<file path="config.mk">
export PLATFORM = sky130hd
export DESIGN_NAME = uart_rx_flat
export DESIGN_NICKNAME = d
export VERILOG_FILES = /design/src/rtl/uart_rx_if.sv /design/src/rtl/uart_rx.sv /design/src/flat_wrapper.sv
export SDC_FILE = /design/constraint.sdc
export NUM_CORES = 1
export LEC_CHECK = 0
export BUFFER_PORTS_ARGS = -buffer_cell sky130_fd_sc_hd__buf_2
export CELL_PAD_IN_SITES_DETAIL_PLACEMENT = 0
export CELL_PAD_IN_SITES_GLOBAL_PLACEMENT = 1
export CORE_UTILIZATION = 30
export CTS_CLUSTER_DIAMETER = 60
export CTS_CLUSTER_SIZE = 40
export DETAILED_ROUTE_END_ITERATION = 6
export HOLD_SLACK_MARGIN = 0.05
export PLACE_DENSITY = 0.57
export SYNTH_ARGS = -nofsm -noshare
export SYNTH_HDL_FRONTEND = slang
export SYNTH_SLANG_ARGS = --single-unit
</file>
<file path="constraint.sdc">
create_clock -name CLK -period 3.1 [get_ports CLK]
set_input_delay 0.93 -clock CLK [delete_from_list [all_inputs] [get_ports CLK]]
set_output_delay 0.93 -clock CLK [all_outputs]
set_load 0.03 [all_outputs]
</file>
<file path="src/rtl/uart_rx_if.sv">
// Serial line, frame configuration and receive results of uart_rx.
// master drives the line and configuration; slave is the receiver.
interface uart_rx_if;
    logic       RX_IN;
    logic       PAR_EN;
    logic       PAR_TYP;
    logic [7:0] P_DATA;
    logic       Data_Valid;
    logic       Par_Err;
    logic       Stp_Err;
    logic       busy;

    modport master (
        output RX_IN, PAR_EN, PAR_TYP,
        input  P_DATA, Data_Valid, Par_Err, Stp_Err, busy
    );

    modport slave (
        input  RX_IN, PAR_EN, PAR_TYP,
        output P_DATA, Data_Valid, Par_Err, Stp_Err, busy
    );
endinterface

</file>
<file path="src/rtl/uart_rx.sv">
// Oversampling UART receiver: 8 data bits LSB first, optional even/odd parity,
// one stop bit, 3-sample majority vote around each bit centre.
module uart_rx #(
    parameter int unsigned OVERSAMPLE = 8
) (
    input logic      CLK,
    input logic      RST,
    uart_rx_if.slave bus
);
    localparam int unsigned   TW     = $clog2(OVERSAMPLE);
    localparam logic [TW-1:0] T_LAST = TW'(OVERSAMPLE - 1);
    localparam logic [TW-1:0] T_S0   = TW'(OVERSAMPLE / 2 - 1);
    localparam logic [TW-1:0] T_S1   = TW'(OVERSAMPLE / 2);
    localparam logic [TW-1:0] T_DEC  = TW'(OVERSAMPLE / 2 + 1);

    typedef enum logic [2:0] {IDLE, START, DATA, PARITY, STOP} state_t;

    state_t        state_q, state_d;
    logic [TW-1:0] tick_q, tick_d;
    logic [2:0]    bit_cnt_q, bit_cnt_d;
    logic [7:0]    shift_q, shift_d;
    logic [1:0]    smp_q, smp_d;
    logic          par_en_q, par_en_d;
    logic          par_typ_q, par_typ_d;
    logic          bad_q, bad_d;
    logic          prev_rx_q, prev_rx_d;
    logic [7:0]    data_q, data_d;
    logic          dv_q, dv_d;

    logic          rx;
    logic          at_wrap;
    logic          at_dec;
    logic          bit_val;
    logic          par_err;
    logic          stp_err;

    assign rx      = bus.RX_IN;
    assign at_wrap = (tick_q == T_LAST);
    assign at_dec  = (tick_q == T_DEC);
    assign bit_val = (smp_q[0] & smp_q[1]) | (smp_q[0] & rx) | (smp_q[1] & rx);

    always_comb begin
        state_d   = state_q;
        tick_d    = tick_q;
        bit_cnt_d = bit_cnt_q;
        shift_d   = shift_q;
        smp_d     = smp_q;
        par_en_d  = par_en_q;
        par_typ_d = par_typ_q;
        bad_d     = bad_q;
        prev_rx_d = rx;
        data_d    = data_q;
        dv_d      = 1'b0;
        par_err   = 1'b0;
        stp_err   = 1'b0;

        if (state_q != IDLE) begin
            tick_d = at_wrap ? '0 : tick_q + 1'b1;
            if (tick_q == T_S0) smp_d[0] = rx;
            if (tick_q == T_S1) smp_d[1] = rx;
        end

        case (state_q)
            IDLE: begin
                tick_d = '0;
                // The edge cycle itself is tick 0, so START begins at tick 1.
                if (!rx && prev_rx_q) begin
                    state_d = START;
                    tick_d  = TW'(1);
                    bad_d   = 1'b0;
                end
            end
            START: begin
                if (at_dec && bit_val) begin
                    state_d = IDLE;
                end else if (at_wrap) begin
                    state_d   = DATA;
                    bit_cnt_d = '0;
                    par_en_d  = bus.PAR_EN;
                    par_typ_d = bus.PAR_TYP;
                end
            end
            DATA: begin
                if (at_dec) shift_d = {bit_val, shift_q[7:1]};
                if (at_wrap) begin
                    if (bit_cnt_q == 3'd7) begin
                        state_d   = par_en_q ? PARITY : STOP;
                        bit_cnt_d = '0;
                    end else begin
                        bit_cnt_d = bit_cnt_q + 3'd1;
                    end
                end
            end
            PARITY: begin
                if (at_dec && (bit_val != (^shift_q ^ par_typ_q))) begin
                    par_err = 1'b1;
                    bad_d   = 1'b1;
                end
                if (at_wrap) state_d = STOP;
            end
            STOP: begin
                // Leave at the decision tick so a following start edge is caught.
                if (at_dec) begin
                    stp_err = ~bit_val;
                    state_d = IDLE;
                    if (bit_val && !bad_q) begin
                        dv_d   = 1'b1;
                        data_d = shift_q;
                    end
                end
            end
            default: state_d = IDLE;
        endcase
    end

    always_ff @(posedge CLK) begin
        if (RST) begin
            state_q   <= IDLE;
            tick_q    <= '0;
            bit_cnt_q <= '0;
            shift_q   <= '0;
            smp_q     <= '0;
            par_en_q  <= 1'b0;
            par_typ_q <= 1'b0;
            bad_q     <= 1'b0;
            prev_rx_q <= 1'b1;
            data_q    <= '0;
            dv_q      <= 1'b0;
        end else begin
            state_q   <= state_d;
            tick_q    <= tick_d;
            bit_cnt_q <= bit_cnt_d;
            shift_q   <= shift_d;
            smp_q     <= smp_d;
            par_en_q  <= par_en_d;
            par_typ_q <= par_typ_d;
            bad_q     <= bad_d;
            prev_rx_q <= prev_rx_d;
            data_q    <= data_d;
            dv_q      <= dv_d;
        end
    end

    assign bus.P_DATA     = data_q;
    assign bus.Data_Valid = dv_q;
    assign bus.Par_Err    = par_err;
    assign bus.Stp_Err    = stp_err;
    assign bus.busy       = (state_q != IDLE);
endmodule

</file>
<file path="src/flat_wrapper.sv">
// flat-port wrapper written by rule: the top's interface ports become plain ports
module uart_rx_flat 
#(
    parameter int unsigned OVERSAMPLE = 8
)
  (CLK, RST, bus_RX_IN, bus_PAR_EN, bus_PAR_TYP, bus_P_DATA, bus_Data_Valid, bus_Par_Err, bus_Stp_Err, bus_busy);
  uart_rx_if bus_i ();
  input logic CLK;
  input logic RST;
  input wire logic [$bits(bus_i.RX_IN)-1:0] bus_RX_IN;
  input wire logic [$bits(bus_i.PAR_EN)-1:0] bus_PAR_EN;
  input wire logic [$bits(bus_i.PAR_TYP)-1:0] bus_PAR_TYP;
  output wire logic [$bits(bus_i.P_DATA)-1:0] bus_P_DATA;
  output wire logic [$bits(bus_i.Data_Valid)-1:0] bus_Data_Valid;
  output wire logic [$bits(bus_i.Par_Err)-1:0] bus_Par_Err;
  output wire logic [$bits(bus_i.Stp_Err)-1:0] bus_Stp_Err;
  output wire logic [$bits(bus_i.busy)-1:0] bus_busy;
  assign bus_i.RX_IN = bus_RX_IN;
  assign bus_i.PAR_EN = bus_PAR_EN;
  assign bus_i.PAR_TYP = bus_PAR_TYP;
  assign bus_P_DATA = bus_i.P_DATA;
  assign bus_Data_Valid = bus_i.Data_Valid;
  assign bus_Par_Err = bus_i.Par_Err;
  assign bus_Stp_Err = bus_i.Stp_Err;
  assign bus_busy = bus_i.busy;
  uart_rx #(.OVERSAMPLE(OVERSAMPLE)) u_core (.CLK(CLK), .RST(RST), .bus(bus_i));
endmodule
</file>
==> Yosys cells after proc, flatten, opt, wreduce, memory -nomap -nowiden <==
Index checks and enable logic that the tools add are counted.
{ "classes": {"n_bitwise": 10, "n_mux": 26, "reduce_logical": 21, "n_eq_ne": 19, "addsub": 2} }
{ "ops": {"columns": ["op", "count"], "rows": [
  ["$mux W3", 15],
  ["$eq A3 B3 Y1 const B", 5],
  ["$pmux W3 S5", 1],
  ["$ne A2 B1 Y1 const B", 7],
  ["$eq A3 B2 Y1 const B", 3],
  ["$reduce_and A3 Y1", 3],
  ["$mux W1", 8],
  ["$reduce_xor A8 Y1", 1],
  ["$add A3 B1 Y3 const B", 2],
  ["$pmux W3 S2", 1],
  ["$reduce_and A2 Y1", 3],
  ["$reduce_and A6 Y1", 1],
  ["$reduce_bool A2 Y1", 3],
  ["$logic_and A1 B1 Y1", 4],
  ["$not A1 Y1", 4],
  ["$reduce_and A4 Y1", 1],
  ["$and A1 B1 Y1", 3],
  ["$eq A3 B1 Y1 const B", 1],
  ["$logic_not A3 Y1", 1],
  ["$ne A3 B1 Y1 const B", 1],
  ["$reduce_bool A3 Y1", 1],
  ["$reduce_or A3 Y1", 1],
  ["$logic_not A1 Y1", 2],
  ["$ne A2 B2 Y1 const B", 1],
  ["other kinds (4)", 5]
]} }
{ "word_totals": {"out_inout_bits": 12, "input_bits": 5, "register_bits": 32, "wordCells": 90} }

==> Longest topological paths before layout <==
Gate-level depths: netlist of the first run.
{ "logic_depth": {"word_depth": 7, "depth_mapped": 7, "depth_no_buf": 6} }

==> Worst setup path before layout of the first run <==
Ideal clock, no wire load.
{ "synth_path": {"kind": "input to output", "from": "in bus_RX_IN", "to": "out bus_Par_Err", "t_required_ps": 2170, "slack_ps": -406, "stages": 4, "arrival_time_ps": 2576, "path_buffers": 0, "cell_sequence": "maj3_2 xnor2_1 xnor3_1 nor3_1"} }
{ "synth_between": {"elab_chain_cells": 7, "elab_cells_between_ends": 8, "classes_between": "1 x eq/ne; 2 x mux; 4 x bitwise; 1 x reduce/logical"} }
{ "synth_rtl": {"columns": ["element", "line", "rtl"], "rows": [
  ["start, declared", "flat_wrapper.sv:10", "input wire logic [$bits(bus_i.RX_IN)-1:0] bus_RX_IN;"],
  ["$and A1 B1 Y1", "uart_rx.sv:40", "assign bit_val = (smp_q[0] & smp_q[1]) | (smp_q[0] & rx) | (smp_q[1] & rx);"],
  ["$or A1 B1 Y1", "uart_rx.sv:40", null],
  ["$or A1 B1 Y1 (*)", "uart_rx.sv:40", null],
  ["$ne A1 B1 Y1 (*)", "uart_rx.sv:95", "if (at_dec && (bit_val != (^shift_q ^ par_typ_q))) begin"],
  ["$logic_and A1 B1 Y1 (*)", "uart_rx.sv:95", null],
  ["$mux W1 (*)", "uart_rx.sv:95", null],
  ["$mux W1 (*)", "uart_rx.sv:63", "case (state_q)"],
  ["end, declared", "flat_wrapper.sv:15", "output wire logic [$bits(bus_i.Par_Err)-1:0] bus_Par_Err;"]
]} }
Mark *: on every way between the ends. The rest lies on a longest branch, timed or not.

==> Worst setup path in the final report of the first run <==
Same ends and word-level chain as after synthesis.

==> results.md, run 1 <==
* Core ar. at roughly 0.0047 sq mm
* CP cell instances: buf_2 > maj3_2 > xnor2_1 > xnor3_2 > nor3_4 > buf_6
* Place WS at around 26 ps
* Layout Cells excl Fill at 246
* Reg2reg start: u_core.tick_q[0]
* Worst Skew at approximately 3.4 ps
* Pint at between 600 and 700 uW
* Cell area after synthesis at ~0.0015 sq mm
* Final Setup Violations at 0
* Fillers at 499
* DIE HEIGHT at between 70 and 80 microns
* CTS Buf Count at 5
* Routed wire length at between 3 and 4 mm
* Syn Area/Cell at around 9.2 sq um
* #FFs+latches synth at 32
* Pins Over Slew Limit at 0
* Number of diodes at 0
* Cell area after placement at 0.001644 sq mm
* Final Net Count at approximately 190
* FP Rows at 25
* Worst-Margin Slew at 636.7 ps
* First-pass GRT wire length at 5.209 mm
* Final Cycle Share at 0.9809
* Worst vdd ir at 172.6 uV
* Synthesized Nets at roughly 170
* Min-Delay Startpoint: u_core.smp_q[0]
* Via count at about 1.1k
* Clk_lat worst skew at roughly 280 ps
* Max Cap Viol at 0
* Post-route cell area at 0.001748 sq mm
* CP Capture Type: output port
* Synth Warn # at 0
* Cell Pwr Density at between 400 and 500 mW/mm^2
* Fmax at 0.3289 GHz
* Clock transition at path regs at 60 ps
* Register area share after synthesis at 0.4369
* Status: completed
* Hold Vio Cnt, Final at 0
* DP HPWL at ~2.1 mm
* Switch share at 0.2133
* Vias in the first global route at approximately 1.1k
* Initial Utilization at 0.3105
* Final worst slack at 59.36 ps
* Most frequent cells in the layout: dfxtp_1, nand2_1, nor2_1, buf_2, a21oi_1
* GP Congestion at 0.7606
* Seq pwr share at 0.530
* Largest net degree at the start of global routing at 34
* RSZ-0062 raised after global routing: no
* CTS Buffer Depth at 2
* Net Sw Power at between 150 and 200 uW
* # H-tree levels at 2
* Yosys cell types at 33
* Worst slew margin at 0.5756
* Worst-path maximum fanout at 2
* Logic pwr share at 0.037
* Layout area overhead at 19.20%
* Required time of the critical path at 2170 ps
* Global route overflow at 0
* CP max-delay cell: maj3_2
* Root Driver: clkbuf_8
* CTS Hold Buffers Added at 0
* Commonest non-fill, non-tap cell in the layout: dfxtp_1
* Routed WL per cell at around 12 microns
* DRC Markers at 0
* Final ANT Viol Nets at 0
* Crit path DAT at between 2000 and 2500 ps
* Die width at 71.92 microns
* Overall fraction of global-route tracks in use at 0.1315
* Min-delay worst type: reg -> reg
* Crit path from: bus_RX_IN
* Leak pwr at between 0.7 and 0.8 nW
* Die area at 0.005172 sq mm
* CP peak stage delay at roughly 310 ps
* Length of the first detailed-routing pass in iterations at 4
* CTS tree: built
* DR vias/cell at between 4 and 5
* PortBufs at 16
* Critical path type: in -> out
* Post-Syn Instances at between 150 and 200
* Initial DRC count at 74
* I/O pins at 17
* Inst Count DP at between 200 and 250
* TNS Setup at 0 ps
* Layout cells sized above 1 at 0.1899
* Initial antenna violation count at 0
* Clock share of power at 0.433
* Worst Setup Start Kind: input port
* Min Tclk post-route at approximately 3000 ps
* # clock sinks at 32
==> synthesized netlist by cell type <==
master / n / area share
a31oi_1: 2 / 0.0085
mux2i_1: 11 / 0.075
xor2_1: 1 / 0.0060
nor3_1: 5 / 0.017
nor4b_1: 1 / 0.0060
nor2_1: 15 / 0.038
xnor3_1: 1 / 0.015
ha_1: 7 / 0.060
or2_2: 1 / 0.0043
nor2b_1: 2 / 0.0085
o21ai_0: 2 / 0.0068
nor3b_2: 1 / 0.0085
nand2_1: 16 / 0.041
a2111o_1: 1 / 0.0077
buf_2: 1 / 0.0034
a2111oi_4: 1 / 0.019
nand3_1: 12 / 0.041
o32a_1: 1 / 0.0068
clkbuf_1: 6 / 0.015
nand2b_1: 1 / 0.0043
o41ai_2: 1 / 0.011
inv_1: 6 / 0.015
xnor2_1: 6 / 0.036
maj3_2: 1 / 0.0077
or3_1: 2 / 0.0085
nor4_1: 1 / 0.0043
nand4_1: 1 / 0.0043
and2_1: 2 / 0.0085
o211ai_1: 1 / 0.0051
nor3b_1: 1 / 0.0051
dfxtp_1: 32 / 0.44
nand3b_1: 4 / 0.020
a21oi_1: 13 / 0.044
==> layout make-up <==
cell class | instances | area, sq um | area share
flip-flops and latches | 32 | 640.6 | 0.3665
well taps | 67 | 83.83 | 0.04796
clock buffers | 7 | 96.34 | 0.05512
repair buffers | 20 | 116.4 | 0.06657
multi-input cells | 114 | 788.3 | 0.4510
inverters | 6 | 22.52 | 0.01288
==> cells by family (layout without fill, tap and decap cells) <==
kind of cell | Yosys count | in the layout | share of synthesized area
adders and majority gates | 8 | 8 | 0.06740
buffers and inverters | 13 | 33 | 0.03412
DFF | 32 | 32 | 0.4369
AOI/OAI and AO/OA | 22 | 22 | 0.1092
and+or+nand+nor | 65 | 65 | 0.2201
muxes | 11 | 11 | 0.07509
xor gates and xnor gates | 8 | 8 | 0.05717
==> through the flow <==
| step | hold WS (ps) | total power [mW] | utilization |
|---|---|---|---|
| 2_1_floorplan | 444.3 | 0.4473 | - |
| 3_3_place_gp | 458.1 | 0.4575 | 0.3481 |
| 3_5_place_dp | 463.8 | 0.4581 | 0.3481 |
| 4_1_cts | 472.5 | 0.8071 | 0.3685 |
| 5_1_grt | 501.5 | 0.8298 | 0.3701 |
| 6_report | 472.2 | 0.7906 | 0.3701 |
==> power by group through the flow <==
stage	logic (mW)	clock network (mW)	registers [mW]
finish	0.0294	0.342	0.419
global route	0.0329	0.378	0.419
CTS	0.0298	0.358	0.419
detailed placement	0.0297	0	0.428
global placement	0.0292	0	0.428
floorplan	0.0220	0	0.425
==> per-layer routing <==
metal  global-route usage  wire (microns)
met1               0.1615            1444
met2               0.2149            1421
met5                    0               0
met3              0.04167              97
met4              0.05229              46
==> worst paths after layout <==
check	end	cells past startpoint	slack [ps]
hold / removal	u_core.smp_q[0]	2	470
setup reg to reg	u_core.bus.P_DATA[6]	5	1000
hold reg to reg	u_core.smp_q[0]	2	470
setup / recovery	bus_Par_Err	6	60
==> state kept, by name (all words and copies together) (netlist names) <==
name / flops
u_core.shift_q: 8
u_core.bit_cnt_q: 3
u_core.tick_q: 3
u_core.bus.Data_Valid: 1
u_core.smp_q: 2
u_core.par_typ_q: 1
u_core.prev_rx_q: 1
u_core.bus.P_DATA: 8
u_core.state_q: 3
u_core.bad_q: 1
u_core.par_en_q: 1
==> worst max-delay path, delay by kind of cell <==
kind,cells,cell delay [ps]
buffers and inverters,2,260
XOR/XNOR,2,490
adder cells (fa/ha/maj),1,310
AND/OR/NAND/NOR,1,130
==> what timing repair did <==
| item | 4_1_cts | 5_1_grt |
|---|---|---|
| resized for setup | 0 | 4 |
| endpoints found under the setup margin | 0 | 1 |
| setup buffers | 0 | 0 |
(Power assumes the default switching activity.)
==> run 2, diff against run 1 <==
- CORE_UTILIZATION: 30 -> 43
- PLACE_DENSITY: 0.57 -> 0.77
==> run 2 against run 1 <==
Compared with the run above:
- clock skew up 5.7 ps
- register-to-register slack better by 40 ps
- maximum frequency down 0.19%
- critical path type unchanged
- highest routed layer unchanged
==> results.md, run 2 (synthesized netlist as in run 1, its figures left out) <==
* Status: completed
* CP Capture Type: output port
* Required time of the critical path at 2170 ps
* I/O pins at 17
* Min Tclk post-route at approximately 3000 ps
* CTS Buf Count at 5
* Crit path DAT at between 2000 and 2500 ps
* Layout cells sized above 1 at 0.1798
* Layout area overhead at 13.74%
* Inst Count DP at 214
* Worst Setup Start Kind: input port
* Die area at 0.003648 sq mm
* # H-tree levels at 2
* Clk_lat worst skew at roughly 330 ps
* DR vias/cell at approximately 5.3
* CP max-delay cell: maj3_2
* Worst-case reg-to-reg path depth at 5
* Die width at about 60 microns
* Layout Cells excl Fill at ~220
* Levels on crit path at 6
* Length of the first detailed-routing pass in iterations at 4
* PortBufs at 16
* Leak pwr at just over 0.7 nW
* Final Cycle Share at 0.9827
* Worst-path maximum fanout at 5
* Multi-input logic area at around 800 sq um
* CP peak stage delay at about 320 ps
* Hold Vio Cnt, Final at 0
* DP HPWL at between 1.5 and 2 mm
* Min-delay worst type: reg -> reg
* Final ANT Viol Nets at 0
* Number of diodes at 0
* Fmax at 0.3283 GHz
* CP bufs+invs at 2
* Final Net Count at roughly 190
* Clock transition at path regs at 90 ps
* Worst vdd ir at around 200 uV
* Worst Skew at between 9 and 10 ps
* Total Power Consumption at 696.9 uW
* Final Setup Violations at 0
* Vias in the first global route at approximately 1.1k
* CTS tree: built
* Overall fraction of global-route tracks in use at 0.1760
* CP cell instances: buf_2 > maj3_2 > xnor2_1 > xnor3_1 > nor3_4 > buf_6
* Max Cap Viol at 0
* Reg-to-Reg End: u_core.bus.P_DATA[0]
* Final Core Density at 0.5290
* Core ar. at around 0.0032 sq mm
* Delay-heaviest family, CP: XOR/XNOR gates
* Initial Utilization at 0.4651
* Fillers at 303
* Worst slew margin at 0.5761
* Routed WL per cell at about 13 microns
* TNS Setup at 0 ps
* DIE HEIGHT at between 60 and 70 microns
* First-pass GRT wire length at about 4.6 mm
* Commonest non-fill, non-tap cell in the layout: dfxtp_1
* Worst-Margin Slew at between 600 and 700 ps
* Worst Setup EP: bus_Par_Err
* # clock sinks at 32
* Crit path from: bus_RX_IN
* Initial antenna violation count at 0
* Initial DRC count at between 70 and 80
* DRC Markers at 0
* Routed wire length at approximately 2.8 mm
* RSZ-0062 raised after global routing: no
* Largest net degree at the start of global routing at 34
* Worst R2R Setup Slack at between 1000 and 1500 ps
* Root Driver: clkbuf_4
* Global route overflow at 0
* Cell Pwr Density at approximately 420 mW/mm^2
* Most frequent cells in the layout: dfxtp_1, nand2_1, nor2_1, buf_2, a21oi_1
* Critical path type: in -> out
* Reg2reg start: u_core.tick_q[0]
* Via count at roughly 1.2k
* Pins Over Slew Limit at 0
* GP Congestion at around 0.81
* FP Rows at 20
* Register area at 640.6 sq um
* CTS Buffer Depth at 2
-- run 2: cell count changes in the layout (fill, tap and decap cells not counted), sizes merged --
cell | previous run | this run
buf | 20 | 18
clkinv | 0 | 2
clkbuf | 7 | 6
-- run 2: metal layers --
layer / share of wire / vias to the layer above / GRT usage / routed length, microns
li1: - / 589 / - / -
met2: 0.50 / 22 / 0.3030 / 1424
met5: 0 / - / 0 / 0
met4: 0.012 / 0 / 0.07309 / 34
met1: 0.45 / 562 / 0.1984 / 1272
met3: 0.038 / 5 / 0.05970 / 109
-- run 2: stage by stage --
| step | worst slack [ps] | hold slack (ps) | area (sq um) |
|---|---|---|---|
| 2_1_floorplan | 130.2 | 444.3 | 1478 |
| 3_3_place_gp | 32.79 | 460.5 | 1600 |
| 3_5_place_dp | 2.086 | 459.6 | 1600 |
| 4_1_cts | 30.12 | 473.7 | 1664 |
| 5_1_grt | 3.131 | 491.0 | 1668 |
| 6_report | 53.64 | 468.2 | 1668 |
-- run 2: timing repair --
item	in CTS	in global routing
endpoints found under the setup margin	1	1
buffers inserted	0	0
endpoints found under the hold margin	0	0
resized for setup	1	1
hold buffers	0	0
-- run 2: cell type report --
| class | instances | share of cell area |
|---|---|---|
| clock buffers | 6 | 0.03076 |
| clock inverters | 2 | 0.006001 |
| inverters | 6 | 0.01350 |
| multi-input cells | 114 | 0.4719 |
| flip-flops and latches | 32 | 0.3841 |
| well taps | 44 | 0.03301 |
| repair buffers | 18 | 0.06077 |
-- run 2: worst min-delay path, stage by stage, from the launching register on --
cell and delay (ps):
dfxtp_1 320, nand2_1 50, a21oi_1 50
-- run 2: report_power, final --
group | internal [mW] | switching (mW)
sequential | 0.414 | 0.00454
clock | 0.108 | 0.142
combinational | 0.00897 | 0.0194
-- run 2: worst min-delay path by stage --
stage / from / to / slack [ps] / cells past startpoint
6_report: u_core.smp_q[0] / u_core.smp_q[0] / 470 / 2
5_1_grt: u_core.smp_q[0] / u_core.smp_q[0] / 490 / 2
3_3_place_gp: u_core.smp_q[0] / u_core.smp_q[0] / 460 / 2
3_5_place_dp: u_core.smp_q[0] / u_core.smp_q[0] / 460 / 2
2_1_floorplan: u_core.smp_q[0] / u_core.smp_q[0] / 440 / 2
4_1_cts: u_core.smp_q[0] / u_core.smp_q[0] / 470 / 2
